`src/rtl/handshake_rr_arbiter_if.sv`:
```
// Bus bundle for the handshake round-robin arbiter: N requester ports in, one registered port out.
// The arbiter uses the slave modport; whatever drives the requesters and sinks the output uses master.
interface handshake_rr_arbiter_if #(
    parameter int DW  = 32,
    parameter int N   = 4,
    parameter int IDW = 2
);
    logic [N-1:0]    m_valid;
    logic [N*DW-1:0] m_data;
    logic [N-1:0]    m_last;
    logic [N-1:0]    m_ready;
    logic            s_valid;
    logic [DW-1:0]   s_data;
    logic [IDW-1:0]  s_id;
    logic            s_last;
    logic            s_ready;

    modport slave (
        input  m_valid, m_data, m_last, s_ready,
        output m_ready, s_valid, s_data, s_id, s_last
    );

    modport master (
        output m_valid, m_data, m_last, s_ready,
        input  m_ready, s_valid, s_data, s_id, s_last
    );
endinterface

```
`src/rtl/handshake_rr_arbiter.sv`:
```
// Four-way round-robin arbiter with burst locking and a single registered output slot.
// A burst (beats up to m_last) from one requester is forwarded contiguously before re-arbitration.
module handshake_rr_arbiter #(
    parameter int DW = 32,
    parameter int N  = 4
) (
    input  logic                  clk,
    input  logic                  rst_n,
    handshake_rr_arbiter_if.slave bus
);
    localparam int IDW = 2;

    typedef enum logic {IDLE, LOCK} state_t;

    state_t         state, state_nxt;
    logic [IDW-1:0] ptr, ptr_nxt;
    logic [IDW-1:0] owner, owner_nxt;

    logic [N-1:0]   grant;
    logic           acc;
    logic           xfer;
    logic [IDW-1:0] win;
    logic [DW-1:0]  win_data;
    logic           win_last;

    logic           vld_p1;
    logic [DW-1:0]  data_p1;
    logic [IDW-1:0] id_p1;
    logic           last_p1;

    // Lowest rotation offset from base wins, so the loop runs from the far end down.
    function automatic logic [N-1:0] rr_pick(input logic [N-1:0] req, input logic [IDW-1:0] base);
        logic [N-1:0]   g;
        logic [IDW-1:0] idx;
        g = '0;
        for (int k = N - 1; k >= 0; k--) begin
            idx = base + IDW'(k);
            if (req[idx]) begin
                g      = '0;
                g[idx] = 1'b1;
            end
        end
        return g;
    endfunction

    function automatic logic [IDW-1:0] onehot_idx(input logic [N-1:0] oh);
        logic [IDW-1:0] idx;
        idx = '0;
        for (int k = 0; k < N; k++) begin
            if (oh[k]) idx = IDW'(k);
        end
        return idx;
    endfunction

    always_comb begin
        grant = '0;
        if (state == IDLE) begin
            grant = rr_pick(bus.m_valid, ptr);
        end else begin
            grant[owner] = bus.m_valid[owner];
        end
    end

    // The slot can take a beat when empty or when it is being drained this edge.
    assign acc         = !vld_p1 || bus.s_ready;
    assign bus.m_ready = acc ? grant : '0;
    assign xfer        = |bus.m_ready;
    assign win         = onehot_idx(grant);
    assign win_data    = bus.m_data[int'(win) * DW +: DW];
    assign win_last    = bus.m_last[win];

    always_comb begin
        state_nxt = state;
        ptr_nxt   = ptr;
        owner_nxt = owner;
        if (xfer) begin
            case (state)
                IDLE: begin
                    if (win_last) begin
                        ptr_nxt = win + 2'd1;
                    end else begin
                        owner_nxt = win;
                        state_nxt = LOCK;
                    end
                end
                LOCK: begin
                    if (win_last) begin
                        ptr_nxt   = owner + 2'd1;
                        state_nxt = IDLE;
                    end
                end
                default: state_nxt = IDLE;
            endcase
        end
    end

    always_ff @(posedge clk or negedge rst_n) begin
        if (!rst_n) begin
            state <= IDLE;
            ptr   <= '0;
            owner <= '0;
        end else begin
            state <= state_nxt;
            ptr   <= ptr_nxt;
            owner <= owner_nxt;
        end
    end

    // ---- stage p1: output slot ----
    always_ff @(posedge clk or negedge rst_n) begin
        if (!rst_n) begin
            vld_p1  <= 1'b0;
            data_p1 <= '0;
            id_p1   <= '0;
            last_p1 <= 1'b0;
        end else if (xfer) begin
            vld_p1  <= 1'b1;
            data_p1 <= win_data;
            id_p1   <= win;
            last_p1 <= win_last;
        end else if (vld_p1 && bus.s_ready) begin
            vld_p1 <= 1'b0;
        end
    end

    assign bus.s_valid = vld_p1;
    assign bus.s_data  = data_p1;
    assign bus.s_id    = id_p1;
    assign bus.s_last  = last_p1;
endmodule

```
`src/flat_wrapper.sv`:
```
// flat-port wrapper written by rule: the top's interface ports become plain ports
module handshake_rr_arbiter_flat 
#(
    parameter int DW = 32,
    parameter int N  = 4
)
  (clk, rst_n, bus_m_valid, bus_m_data, bus_m_last, bus_s_ready, bus_m_ready, bus_s_valid, bus_s_data, bus_s_id, bus_s_last);
  handshake_rr_arbiter_if #(.DW(DW), .N(N)) bus_i ();
  input  logic clk;
  input  logic rst_n;
  input wire logic [$bits(bus_i.m_valid)-1:0] bus_m_valid;
  input wire logic [$bits(bus_i.m_data)-1:0] bus_m_data;
  input wire logic [$bits(bus_i.m_last)-1:0] bus_m_last;
  input wire logic [$bits(bus_i.s_ready)-1:0] bus_s_ready;
  output wire logic [$bits(bus_i.m_ready)-1:0] bus_m_ready;
  output wire logic [$bits(bus_i.s_valid)-1:0] bus_s_valid;
  output wire logic [$bits(bus_i.s_data)-1:0] bus_s_data;
  output wire logic [$bits(bus_i.s_id)-1:0] bus_s_id;
  output wire logic [$bits(bus_i.s_last)-1:0] bus_s_last;
  assign bus_i.m_valid = bus_m_valid;
  assign bus_i.m_data = bus_m_data;
  assign bus_i.m_last = bus_m_last;
  assign bus_i.s_ready = bus_s_ready;
  assign bus_m_ready = bus_i.m_ready;
  assign bus_s_valid = bus_i.s_valid;
  assign bus_s_data = bus_i.s_data;
  assign bus_s_id = bus_i.s_id;
  assign bus_s_last = bus_i.s_last;
  handshake_rr_arbiter #(.DW(DW), .N(N)) u_core (.clk(clk), .rst_n(rst_n), .bus(bus_i));
endmodule
```
`config.mk`:
```
export PLATFORM = sky130hd
export DESIGN_NAME = handshake_rr_arbiter_flat
export DESIGN_NICKNAME = d
export VERILOG_FILES = /design/src/rtl/handshake_rr_arbiter_if.sv /design/src/rtl/handshake_rr_arbiter.sv /design/src/flat_wrapper.sv
export SDC_FILE = /design/constraint.sdc
export NUM_CORES = 1
export LEC_CHECK = 0
export BUFFER_PORTS_ARGS = -buffer_cell sky130_fd_sc_hd__buf_2
export CAP_MARGIN = 20
export CORE_MARGIN = 2
export CORE_UTILIZATION = 40
export CTS_CLUSTER_DIAMETER = 40
export CTS_CLUSTER_SIZE = 16
export DETAILED_ROUTE_END_ITERATION = 6
export PLACE_DENSITY = 0.82
export SLEW_MARGIN = 20
export SYNTH_ARGS = -nofsm -noshare
export SYNTH_HDL_FRONTEND = slang
export SYNTH_SLANG_ARGS = --single-unit
```
`constraint.sdc`:
```
create_clock -name clk -period 4.6 [get_ports clk]
set_input_delay 0.23 -clock clk [delete_from_list [all_inputs] [get_ports clk]]
set_output_delay 0.23 -clock clk [all_outputs]
set_load 0.01 [all_outputs]
```
* Word level (Yosys, flattened, before mapping)
Cells that the tools add are included.
** Storage, ports and cells
- Input port bits :: 139
- Register bits after elaboration :: 41
- Output and inout port bits :: 40
** Operators by class
- Shift operators :: 1
- Order comparisons :: 11
- Mux-type cells :: 37
- Add/sub/neg operators :: 5
- Bitwise gates (word level) :: 3
- Equality and inequality tests :: 2
- Reduce and logical (&&, ||, !) cells :: 12
** Operator list (number)
- indexed part select 128 x 8 -> 32 bit :: 1
- 2-to-1 mux 4 bit :: 6
- < comparator 2 x 3 -> 1 bit, second input constant :: 6
- 2-to-1 mux 1 bit :: 15
- binary-select mux 1 bit (select 2 bit) :: 6
- demux 1 bit (select 2 bit) :: 5
- >= comparator 2 x 1 -> 1 bit, second input constant :: 5
- 2-to-1 mux 2 bit :: 4
- adder 2 x 1 -> 2 bit, second input constant :: 3
- logical AND 1 bit :: 6
- AND reduction 3 bit :: 2
- adder 2 bit, second input constant :: 2
- bitwise AND 4 bit :: 1
- one-hot mux 2 bit (2 select lines) :: 1
- OR reduction 4 bit :: 1
- inequality test 2 x 1 -> 1 bit, second input constant :: 1
- inequality test 2 bit, second input constant :: 1
- inverter 1 bit :: 2
- nonzero test 2 bit :: 1
- logical NOT 1 bit :: 1
- logical OR 1 bit :: 1

* Longest topological paths before layout
Gate-level depths: netlist of run 1.
- Word-level depth :: 17
- Gate-level depth with buffers :: 13

* Worst setup path after synthesis of run 1
OpenSTA, ideal clock, no wires.
- Path type :: register -> register
- Start :: register u_core.ptr[1]
- End :: register u_core.ptr[1]
- Data arrival time :: 3119 ps
- Setup time :: 128 ps
- Cell stages (with the launch flop) :: 11
- Data required time :: 4472 ps
- Period minus slack after synthesis :: 3247 ps
- Path slack :: 1353 ps
- Path through :: dfrtp_1 > buf_2 > inv_1 > ha_1 > clkbuf_1 > mux4_2 > a2111oi_4 > o41a_1 > mux2_2 > a211oi_2 > mux2_1
** Between the ends
- Word-level cells in the longest chain between the ends :: 17
- Elaborated cells between the ends (all ways) :: 49
- Classes of those cells :: add/sub (4); order compare (8); eq/ne (2); mux (29); reduce/logical (6)
** RTL lines
- start: declaration :: RTL line handshake_rr_arbiter.sv:16 : logic [IDW-1:0] ptr, ptr_nxt;
- start signal: assignment :: RTL line handshake_rr_arbiter.sv:104 : ptr <= ptr_nxt;
- adder 2 bit :: RTL line handshake_rr_arbiter.sv:37 : idx = base + IDW'(k);
- < comparator 2 x 3 -> 1 bit (not written as such) / >= comparator 2 x 1 -> 1 bit (equally long branches) :: RTL line handshake_rr_arbiter.sv:40 : g[idx] = 1'b1;
- logical AND 1 bit (not written as such) :: RTL line handshake_rr_arbiter.sv:40
- 2-to-1 mux 1 bit (not written as such) :: RTL line handshake_rr_arbiter.sv:40
- demux 1 bit (select 2 bit)
- 2-to-1 mux 4 bit (3 in a row) :: RTL line handshake_rr_arbiter.sv:38 : if (req[idx]) begin
- 2-to-1 mux 4 bit * :: RTL line handshake_rr_arbiter.sv:38
- 2-to-1 mux 4 bit * :: RTL line handshake_rr_arbiter.sv:57 : if (state == IDLE) begin
- 2-to-1 mux 1 bit :: RTL line handshake_rr_arbiter.sv:50 : if (oh[k]) idx = IDW'(k);
- 2-to-1 mux 2 bit (2 in a row) :: RTL line handshake_rr_arbiter.sv:50
- binary-select mux 1 bit (select 2 bit) :: RTL line handshake_rr_arbiter.sv:70 : assign win_last = bus.m_last[win];
- 2-to-1 mux 1 bit (not written as such) :: RTL line handshake_rr_arbiter.sv:70
- inequality test 2 bit (no source line) / inequality test 2 x 1 -> 1 bit (equally long branches)
- AND reduction 3 bit (no source line)
Mark *: on every way between the ends. The rest lies on a longest branch, timed or not. The select of a mux whose other input is x is not followed.
A chain may end at the register's enable or synchronous reset.

* Final worst setup path of run 1
- Start :: register u_core.ptr[0]
- End :: register u_core.owner[0]
** Between the ends
- Word-level cells in the longest chain between the ends :: 17
- Elaborated cells between the ends (all ways) :: 45
- Classes of those cells :: add/sub (3); order compare (8); mux (27); bitwise (1); reduce/logical (6)
** RTL lines
- adder 2 bit :: RTL line handshake_rr_arbiter.sv:37
- < comparator 2 x 3 -> 1 bit (not written as such) / >= comparator 2 x 1 -> 1 bit (equally long branches) :: RTL line handshake_rr_arbiter.sv:40
- logical AND 1 bit (not written as such) :: RTL line handshake_rr_arbiter.sv:40
- 2-to-1 mux 1 bit (not written as such) :: RTL line handshake_rr_arbiter.sv:40
- demux 1 bit (select 2 bit)
- 2-to-1 mux 4 bit (3 in a row) :: RTL line handshake_rr_arbiter.sv:38
- 2-to-1 mux 4 bit * :: RTL line handshake_rr_arbiter.sv:38
- 2-to-1 mux 4 bit * :: RTL line handshake_rr_arbiter.sv:57
- 2-to-1 mux 1 bit :: RTL line handshake_rr_arbiter.sv:50
- 2-to-1 mux 2 bit (2 in a row) :: RTL line handshake_rr_arbiter.sv:50
- binary-select mux 1 bit (select 2 bit) :: RTL line handshake_rr_arbiter.sv:70
- 2-to-1 mux 1 bit (not written as such) :: RTL line handshake_rr_arbiter.sv:70
- inverter 1 bit (no source line)
- AND reduction 3 bit (no source line)
- end signal: assignment :: RTL line handshake_rr_arbiter.sv:105 : owner <= owner_nxt;
- end: declaration :: RTL line handshake_rr_arbiter.sv:17 : logic [IDW-1:0] owner, owner_nxt;
Marked as above.

==> flow_metrics.tcl, run 1 <==
set metrics [dict create \
    synth_seq_area_share 0.312 \
    fin_crit_sh 0.831 \
    layout-drive-gt1-share 0.392 \
    layout.nets 683 \
    wl_um 9700 \
    crit_slowest_cell "dfrtp_1" \
    pwr-share-clk 0.057 \
    synth.most_common_cell "nand2_1" \
    leakagePower_uw 0.00222 \
    synth-edff-count 0 \
    grt_overflow 0 \
    cp.depth 9 \
    avgSynthCellArea_um2 8.72 \
    vias 3480 \
    slew_violations 0 \
    num_rows 33 \
    async_flop_share 1.00 \
    status "finished clean" \
    ant_nets 0 \
    synth_cell_types 48 \
    crit_family "compound AO/OA/AOI/OAI gates" \
    hp-class "in2async" \
    start_util 0.406 \
    critical-path-max-stage-delay_ps 670 \
    grt_usage 0.213 \
    drc 0 \
    ctsHoldBuffers 0 \
    htreeDepth 2 \
    yosys.area.top_type "dfrtp_1" \
    arrival_ps 4030 \
    gp_congestion 0.937 \
    path_cells "inv_1 > ha_1 > mux4_2 > a2111oi_2 > o31a_2 > a41oi_4 > buf_4 > o211ai_2 > mux2i_1" \
    crit_buf_inv 2 \
    clk_latency_ps 290 \
    r2r_start "u_core.ptr[0]" \
    drt_iter0_drc 134 \
    ir_drop_uv 444 \
    synth_ff_type "dfrtp_1" \
    clock_skew_ps 8.28 \
    area_delta_synth_final_pct 30.9 \
    numPortBuffers 178 \
    ios 179 \
    worstReg2RegEnd "u_core.owner[0]" \
    fin_crit_ps 3820 \
    grt_pass1_wl_um 15400 \
    grt_pass1_vias 3306 \
    fillers 789 \
    startpoint_type "flop" \
    antenna_found_initial 0 \
    netlist_top_cells_count "nand2_1 (75), dfrtp_1 (41), mux2i_1 (39)" \
    die_x_um 94.7 \
    cts-resized-gates 0 \
    regArea_um2 1030 \
    synth_top_area_share 0.312 \
    cts.path.max_buffers 2 \
    p_sw_uw 2050 \
    postCtsSetupRepairBufs 0 \
    worst-setup-path-type "reg2reg" \
    p_comb_frac 0.763 \
    routed_via_density 5.41 \
    multi_input_area_um2 2070 \
    syn_nets 522 \
    synth_warnings 0 \
    endpoint "u_core.owner[0]" \
    cellInternalPower_uw 2050 \
    ys_ff_latch 41 \
    endpoint_kind "flop" \
    grt_start_max_net_pins 42 \
    fmax_ghz 0.262 \
    slew_headroom 0.388 \
    p_seq_frac 0.181 \
    antennaDiodeCount 0 \
    cap_violations 0 \
    clk_pin_slew_ps 80 \
    utilization 0.532 \
    dp_hpwl_um 7530 \
    wl_per_cell_um 15.1 \
    synth.area.top_cells "dfrtp_1 (31%), mux2i_1 (12%), nand2_1 (8.6%), o22a_1 (8.5%), a21oi_1 (5.8%)" \
    p_per_area_nw_per_um2 951 \
    cp_max_fo 36 \
    rsz0062_at_grt "no" \
    die-area_um2 8960 \
    cp.required_ps 4810 \
    switching_share 0.499 \
    cts_root_buf "clkbuf_8" \
    tightest_slew_ps 918 \
    setup.worst_path.start "u_core.ptr[0]" \
    synthCells 377 \
    cts.sinks 41 \
    syn_area_um2 3290 \
    fp.coreArea_um2 8090 \
    final_hold_viol_count 0 \
    cts_inserted_buffers 5 \
    tns_ps 0 \
    r2r_slack_ps 780 \
    r2r_cells 9 \
    final-setup-viol-count 0 \
    cts_tree "built" \
    dr.pass1.iters 5 \
    fp.dieH_um 94.7 \
]
==> worst min-delay path by stage <==
stage           from                    end  slack (ps)  cells after the start
2_1_floorplan  rst_n   u_core.bus.s_data[0]         -70                      0
3_3_place_gp   rst_n  u_core.bus.s_data[26]         420                      1
3_5_place_dp   rst_n  u_core.bus.s_data[26]         420                      1
4_1_cts        rst_n  u_core.bus.s_data[26]         100                      1
5_1_grt        rst_n  u_core.bus.s_data[26]         150                      1
6_report       rst_n  u_core.bus.s_data[26]          70                      1
==> stage by stage <==
stage,cell area (um^2),std cells,total power (uW),setup WS (ps),hold WS (ps)
6_report,4310,643,4090,779,65.2
3_5_place_dp,4220,636,3870,779,421
5_1_grt,4310,643,4470,462,153
3_3_place_gp,4220,636,3750,956,417
2_1_floorplan,3290,377,3170,1350,-65.6
4_1_cts,4310,643,4110,771,104
==> flip-flops by register name, summed over array words and instances, names as in the netlist <==
signal              count
u_core.bus.s_data      32
u_core.bus.s_id         2
u_core.bus.s_last       1
u_core.bus.s_valid      1
u_core.owner            2
u_core.ptr              2
u_core.state            1
==> routing by layer <==
metal	wire length, um	part of all wire	GRT usage	up-vias
met5	0	0	0	-
met3	593	0.061	0.0359	12
met4	135	0.014	0.0604	0
met2	4920	0.51	0.363	143
li1	-	-	-	1698
met1	4050	0.42	0.278	1627
==> worst register-to-register path: stages, from the launching register on <==
cell,delay (ps)
dfrtp_1,670
inv_1,200
ha_1,450
mux4_2,480
a2111oi_2,470
o31a_2,640
a41oi_4,210
buf_4,290
o211ai_2,130
mux2i_1,210
==> cells by family after synthesis <==
family | Yosys count | synth area share
compound gates | 136 | 0.296
xor+xnor | 1 | 0.00266
fa+ha+maj | 6 | 0.0228
buf+inv | 42 | 0.0662
flops | 41 | 0.312
mux | 49 | 0.169
simple gates | 102 | 0.131
==> layout make-up <==
| class | count | share of cell area |
|---|---|---|
| Clock buffer | 6 | 0.0169 |
| Clock inverter | 1 | 0.00203 |
| Inverter | 11 | 0.00959 |
| Multi-Input combinational cell | 294 | 0.481 |
| Sequential cell | 41 | 0.238 |
| Tap cell | 105 | 0.0305 |
| Timing Repair Buffer | 185 | 0.222 |
==> layout by cell type (no fill, tap or decap), types with 9 or more instances in the layout <==
cell / netlist / routed
inv_1: 10 / 10
mux2i_1: 39 / 39
buf_2: 12 / 178
nand2_1: 75 / 75
nor2_1: 9 / 9
a21oi_1: 38 / 38
o22a_1: 32 / 32
o21ai_0: 32 / 32
dfrtp_1: 41 / 41
==> power by group through the flow <==
stage / sequential (uW) / combinational (uW) / clock (uW)
final: 740 / 3120 / 232
after floorplan: 768 / 2410 / 0
after detailed placement: 747 / 3120 / 0
after global routing: 769 / 3450 / 253
after CTS: 742 / 3130 / 241
after global placement: 736 / 3020 / 0
No activity file was read; power rests on OpenSTA's default activity.
==> run 2: changes to the inputs <==
PLACE_DENSITY = 0.85   (was 0.82)
clock period = 3.29 ns   (was 4.6 ns; I/O delays follow)
==> run 2 against run 1 <==
Against the previous run:
- the flow now finishes with violations (negative hold slack)
- worst hold slack worse by 68 ps
- final cell count up 1.2%
- clock power up 81%
- worst setup slack worse by 570 ps
- clock skew up 4.5 ps
- sequential power up 31%
- combinational power up 49%
- critical path depth down 1
- power up 47%
- die area unchanged
- via count up 0.92%
- critical path type unchanged
- critical endpoint is now u_core.ptr[1]
==> flow_metrics.tcl, run 2 (synthesis results as in run 1) <==
set metrics [dict create \
    dp_cells 643 \
    cp_max_fo 8 \
    regArea_um2 1030 \
    final_hold_viol_count 13 \
    grt_overflow 0 \
    fin_crit_ps 3080 \
    status "finished, violations left" \
    layout-drive-gt1-share 0.405 \
    arrival_ps 3250 \
    startpoint_type "flop" \
    ant_nets 0 \
    grt_start_max_net_pins 43 \
    layout.nets 690 \
    fp.dieH_um 94.7 \
    wl_um 9990 \
    clk_latency_ps 290 \
    worst-setup-path-type "reg2reg" \
    largest_reg_flops 32 \
    cts.sinks 41 \
    final-setup-viol-count 0 \
    p_seq_frac 0.160 \
    p_comb_frac 0.770 \
    hp-class "in2async" \
    numPortBuffers 178 \
    cellInternalPower_uw 3100 \
    violations "negative hold slack" \
    grt_usage 0.221 \
    drt_iter0_drc 144 \
    die-area_um2 8960 \
    clk_pin_slew_ps 80 \
    num_rows 33 \
    die_x_um 94.7 \
    slew_headroom 0.404 \
    layout.cells.non_filler 651 \
    fmax_ghz 0.325 \
    layout_common_cells "buf_2 (178), nand2_1 (75), dfrtp_1 (41), mux2i_1 (39), a21oi_1 (38)" \
    routed_via_density 5.39 \
    slew_violations 0 \
    drc 0 \
    p_sw_uw 2930 \
    cts.path.max_buffers 2 \
    rsz0062_at_grt "no" \
    tightest_slew_ps 893 \
    p_per_area_nw_per_um2 1360 \
    fillers 792 \
    vias 3512 \
    dp_hpwl_um 7690 \
    fp.coreArea_um2 8090 \
    start_util 0.406 \
    fin_crit_sh 0.936 \
    clock_skew_ps 12.8 \
    gp_congestion 0.875 \
    htreeDepth 2 \
    ctsHoldBuffers 0 \
    wl_per_cell_um 15.3 \
    ios 179 \
    endpoint_kind "flop" \
    cts_root_buf "clkbuf_8" \
    postCtsSetupRepairBufs 0 \
    tns_ps 0 \
    cap_violations 0 \
    grt_pass1_wl_um 15800 \
    grt_pass1_vias 3309 \
    cts_tree "built" \
    hold_slack_ps -3.05 \
    cp.required_ps 3460 \
    final_common_cell "buf_2" \
    antennaDiodeCount 0 \
    dr.pass1.iters 4 \
    switching_share 0.486 \
    area_delta_synth_final_pct 34.7 \
    pwr-share-clk 0.069 \
    ir_drop_uv 685 \
    antenna_found_initial 0 \
    cts_inserted_buffers 5 \
    leakagePower_uw 0.00228 \
    cts-resized-gates 0 \
    multi_input_area_um2 2100 \
]
## run 2: layout make-up
| class | instances | share of cell area |
|---|---|---|
| multi-input cells | 294 | 0.474 |
| flip-flops and latches | 41 | 0.232 |
| repair buffers | 192 | 0.229 |
| well taps | 105 | 0.0297 |
| clock buffers | 7 | 0.0195 |
| inverters | 11 | 0.00932 |
| clock inverters | 1 | 0.00678 |
## run 2: final timing paths
check,start,end,slack [ps],cells after the start
worst max register to register,u_core.ptr[0],u_core.ptr[1],210,8
max in group asynchronous,rst_n,u_core.ptr[0],2730,1
worst min-delay path,rst_n,u_core.bus.s_last,-3,1
min in group clk,bus_m_data[100],u_core.bus.s_data[4],180,4
worst max-delay path,u_core.ptr[0],u_core.ptr[1],210,8
worst min register to register,u_core.bus.s_last,u_core.bus.s_last,490,1
## run 2: power groups by stage
stage | registers (uW) | clock network [uW] | logic [uW]
after floorplan | 1070 | 0 | 3360
after global placement | 964 | 0 | 4410
after detailed placement | 973 | 0 | 4570
after CTS | 968 | 428 | 4580
after global routing | 994 | 451 | 5130
final | 966 | 419 | 4640
## run 2: stage by stage
step | total power (uW) | instance area, um^2 | util | setup WS, ps | hold WS, ps
after floorplan | 4440 | 3290 | - | 43.0 | -131
after global placement | 5370 | 4280 | 0.528 | 196 | 326
after detailed placement | 5550 | 4280 | 0.528 | 128 | 352
after CTS | 5970 | 4390 | 0.543 | 29.1 | 30.6
after global routing | 6580 | 4430 | 0.547 | 48.7 | 75.8
final | 6020 | 4430 | 0.547 | 210 | -3.05
## run 2: metal layers
metal	part of all wire	GRT usage
met5	0	0
met4	0.012	0.0531
met3	0.057	0.0303
met2	0.53	0.385
met1	0.40	0.289
## run 2: critical path: stages (launching register included)
cell       delay [ps]
dfrtp_1           350
inv_1              90
ha_2              400
mux4_2            470
a2111oi_4         410
o41a_1            250
mux2_2            380
a211oi_4          270
mux2_1            350
==> run 3: changes to the inputs <==
HOLD_SLACK_MARGIN = 0.06   (was default)
==> run 3 against run 2 <==
Against the previous run:
- the flow now finishes without violations
- flip-flop and latch count stayed put
- utilization is 0.12 points higher
- non-clock buffer count is 1 higher
- final cell count is 0.15% higher
- maximum frequency is 0.20% lower
- power is 0.13% higher
- combinational power hardly changed
- via count hardly changed
- global-route usage is 0.067 points higher
- critical endpoint unchanged
==> flow_metrics.tcl, run 3 (synthesis results as in run 1) <==
set metrics [dict create \
    final_common_cell "buf_2" \
    vias 3510 \
    postCtsSetupRepairBufs 0 \
    routed_via_density 5.38 \
    startpoint_type "flop" \
    area_delta_synth_final_pct 35.0 \
    p_per_area_nw_per_um2 1360 \
    antenna_found_initial 0 \
    setup.worst_path.start "u_core.ptr[0]" \
    drt_iter0_drc 149 \
    grt_pass1_wl_um 15800 \
    pwr-share-clk 0.069 \
    wl_per_cell_um 15.4 \
    dp_hpwl_um 7690 \
    antennaDiodeCount 0 \
    cp_max_fo 8 \
    cts_root_buf "clkbuf_8" \
    grt_pass1_vias 3319 \
    die_x_um 94.7 \
    layout_common_cells "buf_2 (178), nand2_1 (75), dfrtp_1 (41), mux2i_1 (39), a21oi_1 (38)" \
    ir_drop_uv 688 \
    clock_skew_ps 13.2 \
    placed_area_um2 4280 \
    rsz0062_at_grt "no" \
    cap_violations 0 \
    cts.path.max_buffers 2 \
    cellInternalPower_uw 3100 \
    layout-drive-gt1-share 0.404 \
    wl_um 10000 \
    cts_inserted_buffers 5 \
    final-setup-viol-count 0 \
    grt_overflow 0 \
    drc 0 \
    p_sw_uw 2940 \
    ant_nets 0 \
    fin_total_pwr_uw 6030 \
    grt_usage 0.221 \
    r2r_slack_ps 200 \
    tightest_slew_ps 893 \
    slew_headroom 0.404 \
    endpoint_kind "flop" \
    p_seq_frac 0.160 \
    clk_pin_slew_ps 80 \
    dr.pass1.iters 4 \
    largest_reg_flops 32 \
    fmax_ghz 0.324 \
    switching_share 0.487 \
    htreeDepth 2 \
    p_comb_frac 0.770 \
    min-delay-start "bus_m_data[100]" \
    gp_congestion 0.875 \
    cts.sinks 41 \
    fp.dieH_um 94.7 \
    layout.nets 691 \
    worst-setup-path-type "reg2reg" \
    r2r_start "u_core.ptr[0]" \
    fin_crit_ps 3090 \
    cp.required_ps 3460 \
    grt_start_max_net_pins 43 \
    final_hold_viol_count 0 \
    cts_tree "built" \
    die-area_um2 8960 \
    ios 179 \
    fin_area_um2 4440 \
    fin_crit_sh 0.938 \
    arrival_ps 3250 \
    slew_violations 0 \
    fp.coreArea_um2 8090 \
    leakagePower_uw 0.00228 \
    numPortBuffers 178 \
    num_rows 33 \
    status "finished clean" \
    clk_latency_ps 290 \
    tns_ps 0 \
    hp-class "in2reg" \
    start_util 0.406 \
]
[run 3: cell count changes in the layout (fill, tap and decap cells not counted)]
cell           delta
dlygate4sd3_1     +1
[run 3: final cells by class]
| cell class | instances | area [um^2] |
|---|---|---|
| fill | 791 | 3650 |
| clock buffer | 7 | 86.3 |
| sequential | 41 | 1030 |
| timing repair buffer | 193 | 1030 |
| inverter | 11 | 41.3 |
| multi-input combinational | 294 | 2100 |
| clock inverter | 1 | 30.0 |
| tap | 105 | 131 |
[run 3: power by group through the flow]
| stage | clock network (uW) | registers (uW) | logic [uW] |
|---|---|---|---|
| after floorplan | 0 | 1070 | 3360 |
| after global placement | 0 | 964 | 4410 |
| after detailed placement | 0 | 973 | 4570 |
| after CTS | 428 | 968 | 4580 |
| after global routing | 451 | 994 | 5130 |
| final | 419 | 967 | 4650 |
[run 3: metrics by stage]
stage	setup slack (ps)	utilization	hold WS (ps)	instances
floorplan	43.0	-	-131	377
global placement	196	0.528	326	643
detailed placement	128	0.528	352	643
CTS	29.1	0.544	170	652
global route	48.7	0.548	178	652
finish	204	0.548	176	652
[run 3: per-layer routing]
metal	GRT usage	part of all wire
met1	0.289	0.41
met5	0	0
met3	0.0303	0.051
met2	0.388	0.53
met4	0.0531	0.012
[run 3: worst paths after layout]
check,endpoint,depth (start not counted)
setup / recovery,u_core.ptr[1],8
hold / removal,u_core.bus.s_data[4],4
setup reg to reg,u_core.ptr[1],8
hold reg to reg,u_core.bus.s_last,1
max in group asynchronous,u_core.ptr[0],2
min in group asynchronous,u_core.bus.s_last,2
[run 3: timing repair]
action                                  in CTS  in global routing
gates resized for setup                      0                  6
endpoints found under the setup margin       0                 36
hold buffers                                 1                  0
endpoints found under the hold margin       41                  0
[run 3: critical path, stage by stage (launching register included)]
cell       delay, ps
dfrtp_1          350
inv_1             90
ha_2             410
mux4_2           470
a2111oi_4        410
o41a_1           250
mux2_2           380
a211oi_4         280
mux2_1           350
